$ cat src/rtl/im_load_ctrl.sv
// Instruction-memory port owner: muxes CPU fetch against a UART bootloader that
// streams a word-count header and 17-bit words (3 bytes each) into the memory.
`timescale 1ns/1ps
module im_load_ctrl #(
   parameter int unsigned IM_DEPTH     = 2048,
   parameter logic [7:0]  SYNC_BYTE    = 8'hA5,
   parameter logic [31:0] BOOT_TIMEOUT = 32'd100000,
   parameter logic [31:0] BYTE_TIMEOUT = 32'd50000
) (
   input  logic        clk,
   input  logic        rst,
   input  logic        rx_rdy,
   input  logic [7:0]  rx_data,
   output logic        clr_rx_rdy,
   input  logic [15:0] cpu_addr,
   input  logic        cpu_rd_en,
   output logic [15:0] im_addr,
   output logic        im_rd_en,
   output logic        im_we,
   output logic [16:0] im_wdata,
   output logic        cpu_hold,
   output logic        load_done,
   output logic        load_err
);

   localparam int unsigned AW  = $clog2(IM_DEPTH);
   localparam int unsigned WLW = AW + 1;

   typedef enum logic [3:0] {
      WAIT_SYNC, CNT_H, CNT_L, B2, B1, B0, WRITE, DONE, RUN, ERR
   } state_t;

   state_t           state_q, state_d;
   logic [31:0]      cnt_q, cnt_d;
   logic [7:0]       hi_q, hi_d;
   logic [16:0]      word_q, word_d;
   logic [AW-1:0]    wr_addr_q, wr_addr_d;
   logic [WLW-1:0]   left_q, left_d;
   logic             clr_q;
   logic             done_q, done_d;
   logic             err_q, err_d;

   logic             accept;
   logic             is_sync;
   logic             in_load;
   logic [15:0]      n_word;

   // Bytes are held off in WRITE/DONE so a SYNC arriving right behind the last
   // data byte waits for RUN instead of being swallowed.
   assign accept  = rx_rdy && !clr_q && (state_q != WRITE) && (state_q != DONE);
   assign is_sync = accept && (rx_data == SYNC_BYTE);
   assign in_load = state_q inside {CNT_H, CNT_L, B2, B1, B0};
   assign n_word  = {hi_q, rx_data};

   always_comb begin
      state_d   = state_q;
      cnt_d     = '0;
      hi_d      = hi_q;
      word_d    = word_q;
      wr_addr_d = wr_addr_q;
      left_d    = left_q;
      done_d    = done_q;
      err_d     = err_q;

      case (state_q)
         WAIT_SYNC: begin
            if (is_sync) begin
               state_d = CNT_H;
               done_d  = 1'b0;
               err_d   = 1'b0;
            end else if (cnt_q == BOOT_TIMEOUT) begin
               state_d = RUN;
            end else begin
               cnt_d = cnt_q + 32'd1;
            end
         end
         CNT_H: if (accept) begin
            hi_d    = rx_data;
            state_d = CNT_L;
         end
         CNT_L: if (accept) begin
            if (n_word == 16'd0) begin
               state_d = DONE;
            end else if ({16'd0, n_word} > IM_DEPTH) begin
               state_d = ERR;
               err_d   = 1'b1;
            end else begin
               wr_addr_d = '0;
               left_d    = n_word[WLW-1:0];
               state_d   = B2;
            end
         end
         B2: if (accept) begin
            word_d[16] = rx_data[0];
            state_d    = B1;
         end
         B1: if (accept) begin
            word_d[15:8] = rx_data;
            state_d      = B0;
         end
         B0: if (accept) begin
            word_d[7:0] = rx_data;
            state_d     = WRITE;
         end
         WRITE: begin
            wr_addr_d = wr_addr_q + AW'(1);
            left_d    = left_q - WLW'(1);
            state_d   = (left_q == WLW'(1)) ? DONE : B2;
         end
         DONE: begin
            done_d  = 1'b1;
            err_d   = 1'b0;
            state_d = RUN;
         end
         RUN, ERR: begin
            if (is_sync) begin
               state_d = CNT_H;
               done_d  = 1'b0;
               err_d   = 1'b0;
            end
         end
         default: state_d = WAIT_SYNC;
      endcase

      // Inter-byte idle timer shared by every header/data byte state.
      if (in_load) begin
         if (accept) begin
            cnt_d = '0;
         end else if (cnt_q == BYTE_TIMEOUT - 32'd1) begin
            state_d = ERR;
            err_d   = 1'b1;
         end else begin
            cnt_d = cnt_q + 32'd1;
         end
      end
   end

   always_ff @(posedge clk or posedge rst) begin
      if (rst) begin
         state_q   <= WAIT_SYNC;
         cnt_q     <= '0;
         hi_q      <= '0;
         word_q    <= '0;
         wr_addr_q <= '0;
         left_q    <= '0;
         clr_q     <= 1'b0;
         done_q    <= 1'b0;
         err_q     <= 1'b0;
      end else begin
         state_q   <= state_d;
         cnt_q     <= cnt_d;
         hi_q      <= hi_d;
         word_q    <= word_d;
         wr_addr_q <= wr_addr_d;
         left_q    <= left_d;
         clr_q     <= accept;
         done_q    <= done_d;
         err_q     <= err_d;
      end
   end

   assign cpu_hold   = (state_q != RUN);
   assign im_we      = (state_q == WRITE);
   assign im_wdata   = word_q;
   assign clr_rx_rdy = clr_q;
   assign load_done  = done_q;
   assign load_err   = err_q;
   assign im_addr    = cpu_hold ? {{(16-AW){1'b0}}, wr_addr_q} : cpu_addr;
   assign im_rd_en   = cpu_hold ? 1'b0 : cpu_rd_en;

endmodule

$ cat config.mk
export PLATFORM = sky130hd
export DESIGN_NAME = im_load_ctrl
export DESIGN_NICKNAME = d
export VERILOG_FILES = /design/src/rtl/im_load_ctrl.sv
export SDC_FILE = /design/constraint.sdc
export NUM_CORES = 1
export LEC_CHECK = 0
export CORE_AREA = 2 2 112 114
export DETAILED_ROUTE_END_ITERATION = 12
export DIE_AREA = 0 0 114 116
export GPL_ROUTABILITY_DRIVEN = 0
export MAX_ROUTING_LAYER = met4
export PLACE_DENSITY_LB_ADDON = 0.3
export SLEW_MARGIN = 0
export SYNTH_ARGS = -nofsm -noshare
export SYNTH_HDL_FRONTEND = slang
export SYNTH_SLANG_ARGS = --single-unit
$ cat constraint.sdc
create_clock -name clk -period 2.8 [get_ports clk]
set_input_delay 0.56 -clock clk [delete_from_list [all_inputs] [get_ports clk]]
set_output_delay 0.56 -clock clk [all_outputs]
set_load 0.03 [all_outputs]
; Word-level counts from Yosys, hierarchy flattened
; Index checks and enable logic that the tools add are counted.
[classes]
n_addsub = 3
multipliers = 0
div_mod_pow = 0
order_cmp = 1
n_eq_ne = 20
n_shift = 0
n_mux = 41
bitwise = 0
n_reduce_logical = 18
[ops]
columns = operator, count
row1 = $mux 32, 6
row2 = $mux 4, 13
row3 = $mux 12, 3
row4 = $pmux 4 s9, 1
row5 = $mux 11, 3
row6 = $add 32x1->32 const B, 1
row7 = $eq 32x16->1 const B, 1
row8 = $eq 32x17->1 const B, 1
row9 = $pmux 12 s2, 1
row10 = $pmux 11 s2, 1
row11 = $eq 4x3->1 const B, 4
row12 = $gt 16x12->1 const B, 1
row13 = $logic_not 16->1, 1
row14 = $mux 16, 1
row15 = $eq 12x1->1 const B, 1
row16 = $sub 12x1->12 const B, 1
row17 = $add 11x1->11 const B, 1
row18 = $reduce_and 2->1, 5
row19 = $mux 1, 9
row20 = $eq 4x2->1 const B, 2
row21 = $eq 4x4->1 const B, 2
row22 = $eq 8x8->1 const B, 1
row23 = $ne 4x3->1 const B, 2
row24 = $ne 2x2->1 const B, 3
row25 = 14 further kinds, 18
[totals]
regBits = 87
latchBits = 0
mem_bits_rw = 0
romBits = 0
in_bits = 28
out_inout_bits = 39
word_cells = 94
memories = 0

; Depth between registers and ports, before layout
; Gate-level depths: netlist of run 1.
[depth]
word_depth = 10
ltp_mapped = 9
ltp_nobuf = 7

; Least setup slack after synthesis of run 1
; No wires, ideal clock.
[synth_path]
path_kind = input-to-reg
from = input rx_data[6]
to = register left_q[2]
setup_time_ns = 0.123
arrival_ns = 2.353
t_required_ns = 2.677
slack_ns = 0.324
stages = 5
n_path_buf = 1
path_cell_list = or4_4 -> buf_6 -> o31a_4 -> or4_4 -> o221a_1
[synth_between]
elab_chain_cells = 3
elab_cells_between_ends = 5
cone_classes = 1 x order compare / 2 x eq/ne / 2 x reduce/logical
[synth_lines]
columns = element, line_no
row1 = from (decl), 13  ; input logic [7:0] rx_data,
row2 = $gt 16x12->1 / $logic_not 16->1 (equally long branches), "84, 82"
row3 = $ne 2x2->1 (no source line), --
row4 = $reduce_and 4->1 (no source line) *, --
row5 = to (signal assigned), 155  ; left_q <= left_d;
row6 = to (decl), 38  ; logic [WLW-1:0] left_q, left_d;
; Mark *: on every way between the ends. The rest lies on a longest branch, timed or not.
; A chain may end at the register's enable or synchronous reset.

; Final worst setup path of run 1
; Same ends and word-level chain as after synthesis.

==> results.py, run 1 <==
metrics = {
    "status": {
        "outcome": "finished, final reports clean",
    },
    "worst_setup_path": {
        "r2r_slack_ps": 500,
        "start_kind": "input port",
        "slowest_delay_ps": 610,
        "cp.buffers_inverters": 1,
        "regToRegStartpoint": "hi_q[0]",
        "cp_data_arrival_time_ps": 2820,
        "rr_endpoint": "wr_addr_q[9]",
        "crit_start": "rx_data[6]",
        "setup.worst_path.class": "in -> reg",
        "crit_fanout": 8,
        "path_cells": "clkdlybuf4s50_1 > or4_4 > o31a_4 > or4_4 > o221a_1",
        "slowest_stage": "or4_4",
        "worstPathRequired_ps": 3020,
        "end_kind": "flop",
        "crit_top_cell": "or4_4",
        "critPathTopFamily": "simple AND/OR/NAND/NOR gates",
        "r2r_cells": 6,
    },
    "global_route": {
        "antenna_found_initial": 0,
        "grt_pass1_wl_um": 19320,
        "grt_pass1_vias": 3900,
        "grt_max_degree": 30,
        "overflow": 0,
        "grt_usage": 0.1897,
    },
    "clocking": {
        "cts.sinks": 87,
        "cts.clk_slew.worst_paths_ps": 70,
        "h-tree-depth": 3,
        "clk_latency_ps": 340,
        "clk_path_buf_depth": 2,
        "cts_buffers": 9,
        "root_buffer": "clkbuf_16",
        "cts_tree": "done",
    },
    "floorplanning": {
        "ios": 67,
        "die_w_um": 114,
        "dieArea_um2": 13220,
        "dieHeight_um": 116,
        "core_um2": 11910,
        "rows": 40,
        "start_util": 0.3957,
    },
    "yosys": {
        "synth-edff-count": 0,
        "synth_area_leader_cell": "dfrtp_1",
        "syn-num-nets": 514,
        "synthDistinctLibCells": 51,
        "synth_area_per_cell_um2": 9.799,
        "synth_top_area_frac": 0.4619,
        "synth-seq-cells": 87,
        "syn_area_um2": 4713,
        "postSynth.asyncResetShare": 1.000,
        "synth_warnings": 0,
        "synthCells": 481,
        "ys_top_cells_by_area": "dfrtp_1 (46%), mux2_2 (8.8%), xnor2_1 (4.8%), nor2_1 (4.5%), nor3_1 (2.4%)",
        "synth_seq_area_share": 0.4619,
        "ys.flop_type": "dfrtp_1",
    },
    "placement": {
        "portBuffers": 66,
        "dpl.hpwl_um": 8485,
        "placedCellCount": 708,
    },
    "power": {
        "finalPower_mw": 5.831,
        "ir_drop_v": 0.0004577,
        "powerDensity_nw_per_um2": 958.1,
        "leakagePower_nw": 2.500,
    },
    "run": {
        "cap_violations": 0,
    },
    "sta": {
        "finalHoldViolations": 0,
        "holdWs_ps": 495.8,
        "fin_skew_ps": 9.542,
        "setup_viol": 0,
        "finalMaxSlewViolations": 0,
        "slew_headroom": 0.5391,
        "tightest_slew_ps": 689.9,
        "min_period_ps": 2599,
        "fmax_mhz": 384.8,
        "fin_crit_sh": 0.9281,
        "rsz0062_at_grt": "no",
    },
    "route": {
        "drt-total-wl_um": 11590,
        "routed_via_density": 5.479,
        "ant_nets": 0,
        "routedWlPerCell_um": 16.00,
        "vias": 3967,
        "dr.pass1.iters": 4,
        "first_iter_violations": 325,
        "drc": 0,
    },
    "finish": {
        "multi_input_area_um2": 2376,
        "drive_above_1_share": 0.1785,
        "final_cells": 724,
        "num_antenna_cells": 0,
        "seqCellArea_um2": 2177,
        "fill_cells": 1092,
        "fin_nets": 605,
        "syn_to_final_growth_pct": 29.12,
    },
    "worst_hold_path": {
        "min-delay-start": "wr_addr_q[10]",
        "hold_depth": 1,
        "whs_endpoint": "wr_addr_q[10]",
        "hold_path.class": "reg -> reg",
    },
}
==> cell usage in the layout, fill, tap and decap left out, types with 9 or more instances in the layout <==
cell type        count
mux2_2              37
nand3_1             22
a21oi_1             17
nor4_1              14
dfrtp_1             87
clkdlybuf4s50_1     54
buf_4               36
nand4_1             10
nor3_1              23
inv_1               16
nor2_1              57
and3_1              12
nand2_1             23
xnor2_1             26
o21ai_0             22
clkbuf_16            9
dlygate4sd2_1       10
==> cell type report <==
| type | instances | area share |
|---|---|---|
| Multi-Input combinational cell | 354 | 0.3904 |
| Sequential cell | 87 | 0.3577 |
| Timing Repair Buffer | 103 | 0.1575 |
| Clock buffer | 9 | 0.03701 |
| Tap cell | 147 | 0.03022 |
| Clock inverter | 7 | 0.01604 |
| Inverter | 17 | 0.01110 |
==> worst max path at each step <==
| stage | slack [ps] | depth (start not counted) | to |
|---|---|---|---|
| after global routing | 100 | 5 | im_addr[4] |
| final | 200 | 5 | left_q[2] |
| after detailed placement | -140 | 5 | left_q[2] |
| after global placement | -90 | 5 | left_q[2] |
| after CTS | 210 | 5 | im_addr[8] |
| after floorplan | 320 | 5 | left_q[2] |
==> synthesized netlist by cell type, drive strengths merged (10+ instances only) <==
master  number
inv         17
nand3       22
clkbuf      20
nor4        16
nor3        23
xnor2       26
mux2        37
dfrtp       87
o21ai       22
nand4       10
and3        12
nor2        57
nand2       23
a21oi       17
==> sequential cells by signal (all words and copies together), names as in the netlist <==
| name | flops |
|---|---|
| wr_addr_q | 11 |
| load_err | 1 |
| im_wdata | 17 |
| state_q | 4 |
| left_q | 12 |
| hi_q | 8 |
| load_done | 1 |
| clr_rx_rdy | 1 |
| cnt_q | 32 |
==> metrics by stage <==
stage                     area, µm²    util  setup TNS, ps  setup WS (ps)
final                          6086  0.5109              0          201.4
after floorplan                4717       -              0          324.1
after detailed placement       5776  0.4849          -1191         -139.3
after global placement         5776  0.4849         -687.8         -88.14
after CTS                      6086  0.5109              0          205.7
after global routing           6086  0.5109              0          98.40
==> cell families (layout without fill, tap and decap cells) <==
| logic type | count (synthesis) | count (layout) | synth area share |
|---|---|---|---|
| compound gates | 70 | 70 | 0.09849 |
| xor+xnor | 33 | 33 | 0.06132 |
| fa+ha+maj | 5 | 5 | 0.01327 |
| buf+inv | 40 | 136 | 0.03398 |
| flops | 87 | 87 | 0.4619 |
| mux | 37 | 37 | 0.08840 |
| simple gates | 209 | 209 | 0.2426 |
==> what timing repair did <==
item,4_1_cts,5_1_grt
buffers inserted,0,0
hold buffers,0,0
endpoints found under the setup margin,10,0
resized for setup,10,0
==> report_power, final <==
group | internal [mW] | switching [mW] | total, mW | leakage, nW
logic | 1.12 | 1.43 | 2.55 | 1.24
registers | 1.64 | 0.355 | 2.00 | 1.10
clock network | 0.783 | 0.504 | 1.29 | 0.152
==> per-layer routing <==
metal  vias to the layer above  wire (µm)  GRT usage
met5                         -          0          -
met4                         0        193    0.05285
met2                        82       5747     0.3091
li1                       1914          -          -
met1                      1953       5185     0.2401
met3                        18        460    0.04132
No activity file was read; power rests on OpenSTA's default activity.
==> inputs of run 2 (changes only) <==
--- a/config.mk
+++ b/config.mk
@@ -6,6 +6,7 @@
 export NUM_CORES = 1
 export LEC_CHECK = 0
 export CORE_AREA = 2 2 112 114
+export CTS_BUF_LIST = sky130_fd_sc_hd__clkbuf_8
 export DETAILED_ROUTE_END_ITERATION = 12
 export DIE_AREA = 0 0 114 116
 export GPL_ROUTABILITY_DRIVEN = 0
==> run 2 against run 1 <==
  * First-iteration DRC count is 12% lower
  * Die area is the same
  * Cell area is 1.7% lower
  * Combinational power hardly changed
  * Critical path type is now reg -> out
  * Largest cell class unchanged
==> results.py, run 2 (synthesized netlist as in run 1, its figures left out) <==
metrics = {
    "route": {
        "dr.pass1.iters": 4,
        "vias": 3996,
        "top_layer_used": "met4",
        "wl_met1_um": 5067,
        "drt-total-wl_um": 11470,
        "routed_via_density": 5.519,
        "ant_nets": 0,
        "wl_met3_um": 561,
        "first_iter_violations": 285,
        "routedWlPerCell_um": 15.84,
        "drc": 0,
        "wl_met2_um": 5687,
    },
    "power": {
        "finalPower_mw": 5.509,
        "p_sw_frac": 0.4077,
        "powerDensity_nw_per_um2": 920.5,
        "power_frac_comb": 0.461,
        "p_clk_frac": 0.177,
        "switching_power_mw": 2.246,
        "leakagePower_nw": 2.453,
        "ir_drop_v": 0.0004457,
        "p_seq_frac": 0.362,
        "p_int_mw": 3.263,
    },
    "worst_setup_path": {
        "worstPathRequired_ps": 2240,
        "crit_fanout": 12,
        "cp_data_arrival_time_ps": 2030,
        "start_kind": "flop",
        "r2r_slack_ps": 490,
        "end_kind": "output port",
        "setup.worst_path.class": "reg -> out",
    },
    "finish": {
        "final_cells": 724,
        "most-common-layout-cells": "dfrtp_1 (87), nor2_1 (57), clkdlybuf4s50_1 (54)",
        "drive_above_1_share": 0.1785,
        "seqCellArea_um2": 2177,
        "multi_input_area_um2": 2376,
        "top_register": "cnt_q",
        "num_antenna_cells": 0,
        "fin_nets": 605,
        "largest_register_ffs": 32,
        "fill_cells": 1106,
        "syn_to_final_growth_pct": 26.97,
        "final_common_cell": "dfrtp_1",
    },
    "global_route": {
        "overflow": 0,
        "antenna_found_initial": 0,
        "grt_pass1_vias": 3864,
        "grt_usage": 0.1882,
        "grt_max_degree": 30,
        "grt_pass1_wl_um": 19160,
    },
    "sta": {
        "setup_viol": 0,
        "fin_skew_ps": 13.93,
        "finalMaxSlewViolations": 0,
        "finalHoldViolations": 0,
        "slew_headroom": 0.5314,
        "fin_crit_sh": 0.9255,
        "min_period_ps": 2592,
        "setup-tns-final_ps": 0,
        "rsz0062_at_grt": "no",
        "fmax_mhz": 385.9,
        "tightest_slew_ps": 696.4,
    },
    "placement": {
        "portBuffers": 66,
        "dpl.hpwl_um": 8485,
        "placedCellCount": 708,
    },
    "clocking": {
        "cts_buffers": 9,
        "cts.sinks": 87,
        "h-tree-depth": 3,
        "root_buffer": "clkbuf_8",
        "clk_path_buf_depth": 2,
        "hold_buffers": 0,
        "cts_tree": "done",
        "cts.clk_slew.worst_paths_ps": 90,
        "clk_latency_ps": 360,
    },
    "floorplanning": {
        "ios": 67,
        "dieHeight_um": 116,
        "rows": 40,
        "die_w_um": 114,
        "start_util": 0.3957,
        "core_um2": 11910,
        "dieArea_um2": 13220,
    },
    "worst_hold_path": {
        "hold_path.class": "reg -> reg",
    },
    "status": {
        "outcome": "finished, final reports clean",
    },
    "run": {
        "cap_violations": 0,
    },
}
-- run 2: cell counts in the layout (fill, tap and decap cells not counted) --
No cell type changed its count.
-- run 2: worst paths after layout --
| kind | from | to | depth (start not counted) |
|---|---|---|---|
| max | state_q[1] | im_addr[10] | 5 |
| min | wr_addr_q[10] | wr_addr_q[10] | 1 |
| max reg2reg | hi_q[0] | wr_addr_q[9] | 6 |
| min reg2reg | wr_addr_q[10] | wr_addr_q[10] | 1 |
| max in group asynchronous | rst | cnt_q[8] | 3 |
| min in group asynchronous | rst | wr_addr_q[4] | 2 |
-- run 2: metrics by stage --
| stage | area, µm² | setup WS (ps) | utilization | hold WS (ps) |
|---|---|---|---|---|
| 5_1_grt | 5984 | 57.54 | 0.5024 | 531.7 |
| 3_5_place_dp | 5776 | -139.3 | 0.4849 | 491.3 |
| 6_report | 5984 | 208.5 | 0.5024 | 497.8 |
| 2_1_floorplan | 4717 | 324.1 | - | 438.9 |
| 3_3_place_gp | 5776 | -88.14 | 0.4849 | 471.7 |
| 4_1_cts | 5984 | 164.6 | 0.5024 | 502.1 |
-- run 2: area by class of cell --
class                   instances  area share
flip-flops and latches         87      0.3638
inverters                      17     0.01129
well taps                     147     0.03073
repair buffers                103      0.1602
clock buffers                   9     0.02070
multi-input cells             354      0.3970
clock inverters                 7     0.01631
-- run 2: metal layers --
layer  vias up  GRT usage
met5         -          -
li1       1921          -
met3        12    0.03975
met4         0    0.05691
met2       105     0.3067
met1      1958     0.2371
-- run 2: power groups by stage --
stage / sequential (mW) / combinational [mW] / clock (mW)
floorplan: 2.19 / 1.37 / 0
global placement: 1.99 / 2.55 / 0
detailed placement: 2.02 / 2.61 / 0
CTS: 1.99 / 2.56 / 0.996
global route: 2.06 / 2.75 / 1.06
finish: 1.99 / 2.54 / 0.974
-- run 2: what timing repair did --
| item | 4_1_cts | 5_1_grt |
|---|---|---|
| setup buffers | 0 | 0 |
| resized for setup | 10 | 0 |
| endpoints found under the setup margin | 10 | 0 |
-- run 2: critical path, cell delays in order, from the launching register on --
cell           delay, ps
dfrtp_1              380
nor3_1               230
and2_1               160
buf_4                200
mux2_2               350
dlygate4sd2_1        360
==> inputs of run 3 (changes only) <==
--- a/config.mk
+++ b/config.mk
@@ -7,11 +7,13 @@
 export LEC_CHECK = 0
 export CORE_AREA = 2 2 112 114
 export CTS_BUF_LIST = sky130_fd_sc_hd__clkbuf_8
+export CTS_CLUSTER_SIZE = 28
 export DETAILED_ROUTE_END_ITERATION = 12
 export DIE_AREA = 0 0 114 116
 export GPL_ROUTABILITY_DRIVEN = 0
 export MAX_ROUTING_LAYER = met4
 export PLACE_DENSITY_LB_ADDON = 0.3
+export SETUP_SLACK_MARGIN = 0.3
 export SLEW_MARGIN = 0
 export SYNTH_ARGS = -nofsm -noshare
 export SYNTH_HDL_FRONTEND = slang
==> run 3 against run 2 <==
  * Core utilization about the same
  * Global-route usage about the same
  * Critical path depth up 1
  * Power up 0.21%
  * Via count down 0.68%
  * Maximum frequency up 3.9%
  * Sequential share of layout area about the same
  * Sequential power about the same
  * Die area unchanged
  * Critical path type is now in -> reg
  * Largest cell class unchanged
==> results.py, run 3 (synthesized netlist as in run 1, its figures left out) <==
metrics = {
    "worst_hold_path": {
        "hold_depth": 1,
        "hold_path.class": "reg -> reg",
        "whs_endpoint": "wr_addr_q[10]",
        "min-delay-start": "wr_addr_q[10]",
    },
    "worst_setup_path": {
        "crit_fanout": 8,
        "r2r_cells": 5,
        "cp_data_arrival_time_ps": 2740,
        "rr_endpoint": "state_q[2]",
        "worstPathRequired_ps": 3050,
        "setup.worst_path.class": "in -> reg",
        "start_kind": "input port",
        "regToRegStartpoint": "left_q[4]",
        "end_kind": "flop",
        "r2r_slack_ps": 520,
    },
    "clocking": {
        "clk_latency_ps": 360,
        "clk_path_buf_depth": 2,
        "cts.clk_slew.worst_paths_ps": 90,
        "cts.sinks": 87,
        "cts_buffers": 9,
        "h-tree-depth": 3,
        "root_buffer": "clkbuf_8",
        "hold_buffers": 0,
        "cts_tree": "done",
    },
    "finish": {
        "most-common-layout-cells": "dfrtp_1 (87), nor2_1 (57), clkdlybuf4s50_1 (47)",
        "fin_nets": 607,
        "drive_above_1_share": 0.2073,
        "syn_to_final_growth_pct": 26.94,
        "largest_register_ffs": 32,
        "finalInstanceArea_um2": 5983,
        "post-route-util": 0.5023,
        "top_register": "cnt_q",
        "num_antenna_cells": 0,
        "final_common_cell": "dfrtp_1",
    },
    "floorplanning": {
        "start_util": 0.3957,
        "core_um2": 11910,
        "ios": 67,
        "rows": 40,
        "die_w_um": 114,
        "dieHeight_um": 116,
        "dieArea_um2": 13220,
    },
    "route": {
        "dr.pass1.iters": 4,
        "drc": 0,
        "routed_via_density": 5.467,
        "first_iter_violations": 305,
        "drt-total-wl_um": 11600,
        "routedWlPerCell_um": 15.98,
        "ant_nets": 0,
        "vias": 3969,
    },
    "global_route": {
        "grt_max_degree": 30,
        "antenna_found_initial": 0,
        "grt_pass1_vias": 3888,
        "grt_usage": 0.1887,
        "grt_pass1_wl_um": 19200,
        "overflow": 0,
    },
    "sta": {
        "fin_skew_ps": 13.69,
        "setup_viol": 0,
        "min_period_ps": 2494,
        "tightest_slew_ps": 680.6,
        "fmax_mhz": 401.0,
        "worst_slack_ps": 306.2,
        "finalMaxSlewViolations": 0,
        "slew_headroom": 0.5421,
        "finalHoldViolations": 0,
        "fin_crit_sh": 0.8907,
        "rsz0062_at_grt": "yes",
    },
    "power": {
        "powerDensity_nw_per_um2": 922.6,
        "leakagePower_nw": 2.474,
        "ir_drop_v": 0.0004455,
        "finalPower_mw": 5.520,
    },
    "placement": {
        "dpl_cell_area_um2": 5776,
        "portBuffers": 66,
        "dpl.hpwl_um": 8485,
        "pre_cts_ws_ps": -139.3,
    },
    "status": {
        "outcome": "finished, final reports clean",
    },
    "run": {
        "cap_violations": 0,
    },
}
-- run 3: cell types whose count changed in the layout (fill, tap and decap cells not counted), moves of 2 or more --
cell / delta
buf_2: +10
clkdlybuf4s50_1: -7
dlygate4sd2_1: -3
or4_1: -2
or4_4: +2
-- run 3: cell type report --
| cell class | count | area, µm² |
|---|---|---|
| inverters | 17 | 67.56 |
| multi-input cells | 354 | 2402 |
| fillers | 1120 | 5928 |
| clock inverters | 7 | 97.59 |
| well taps | 147 | 183.9 |
| flip-flops and latches | 87 | 2177 |
| repair buffers | 105 | 930.9 |
| clock buffers | 9 | 123.9 |
-- run 3: repair_timing --
item                                    in CTS  in global routing
pin swaps                                    2                  4
resized for setup                           40                 24
endpoints found under the setup margin      23                 27
buffers inserted                             0                  2
-- run 3: per-stage QoR --
stage / hold WS (ps) / setup TNS (ps) / cells
2_1_floorplan: 438.9 / 0 / 481
3_3_place_gp: 471.7 / -687.8 / 708
3_5_place_dp: 491.3 / -1191 / 708
4_1_cts: 502.1 / 0 / 724
5_1_grt: 531.7 / 0 / 726
6_report: 497.8 / 0 / 726
-- run 3: worst max path at each step --
stage                         to  slack, ps  startpoint
floorplan              left_q[2]        320  rx_data[6]
global placement       left_q[2]        -90  rx_data[6]
detailed placement     left_q[2]       -140  rx_data[6]
CTS                     load_err        290  rx_data[1]
global route        wr_addr_q[4]        270  rx_data[6]
finish                  load_err        310  rx_data[6]
-- run 3: power breakdown --
group          internal [mW]  leakage, nW  switching [mW]
clock                  0.504        0.105           0.470
combinational           1.11         1.26            1.43
sequential              1.64         1.10           0.361
total                   3.25         2.47            2.27
-- run 3: routing by layer --
metal  track usage  vias up  part of all wire
li1              -     1929                 -
met1        0.2364     1942              0.44
met2        0.3091       89              0.50
met3       0.03975        9             0.047
met4       0.05691        0             0.012
met5             -        -                 0
-- run 3: critical path, cell delays in order --
cell	delay (ps)
clkdlybuf4s50_1	420
or4_4	620
or4_4	520
or2_2	320
o311ai_1	220
nand2_1	80
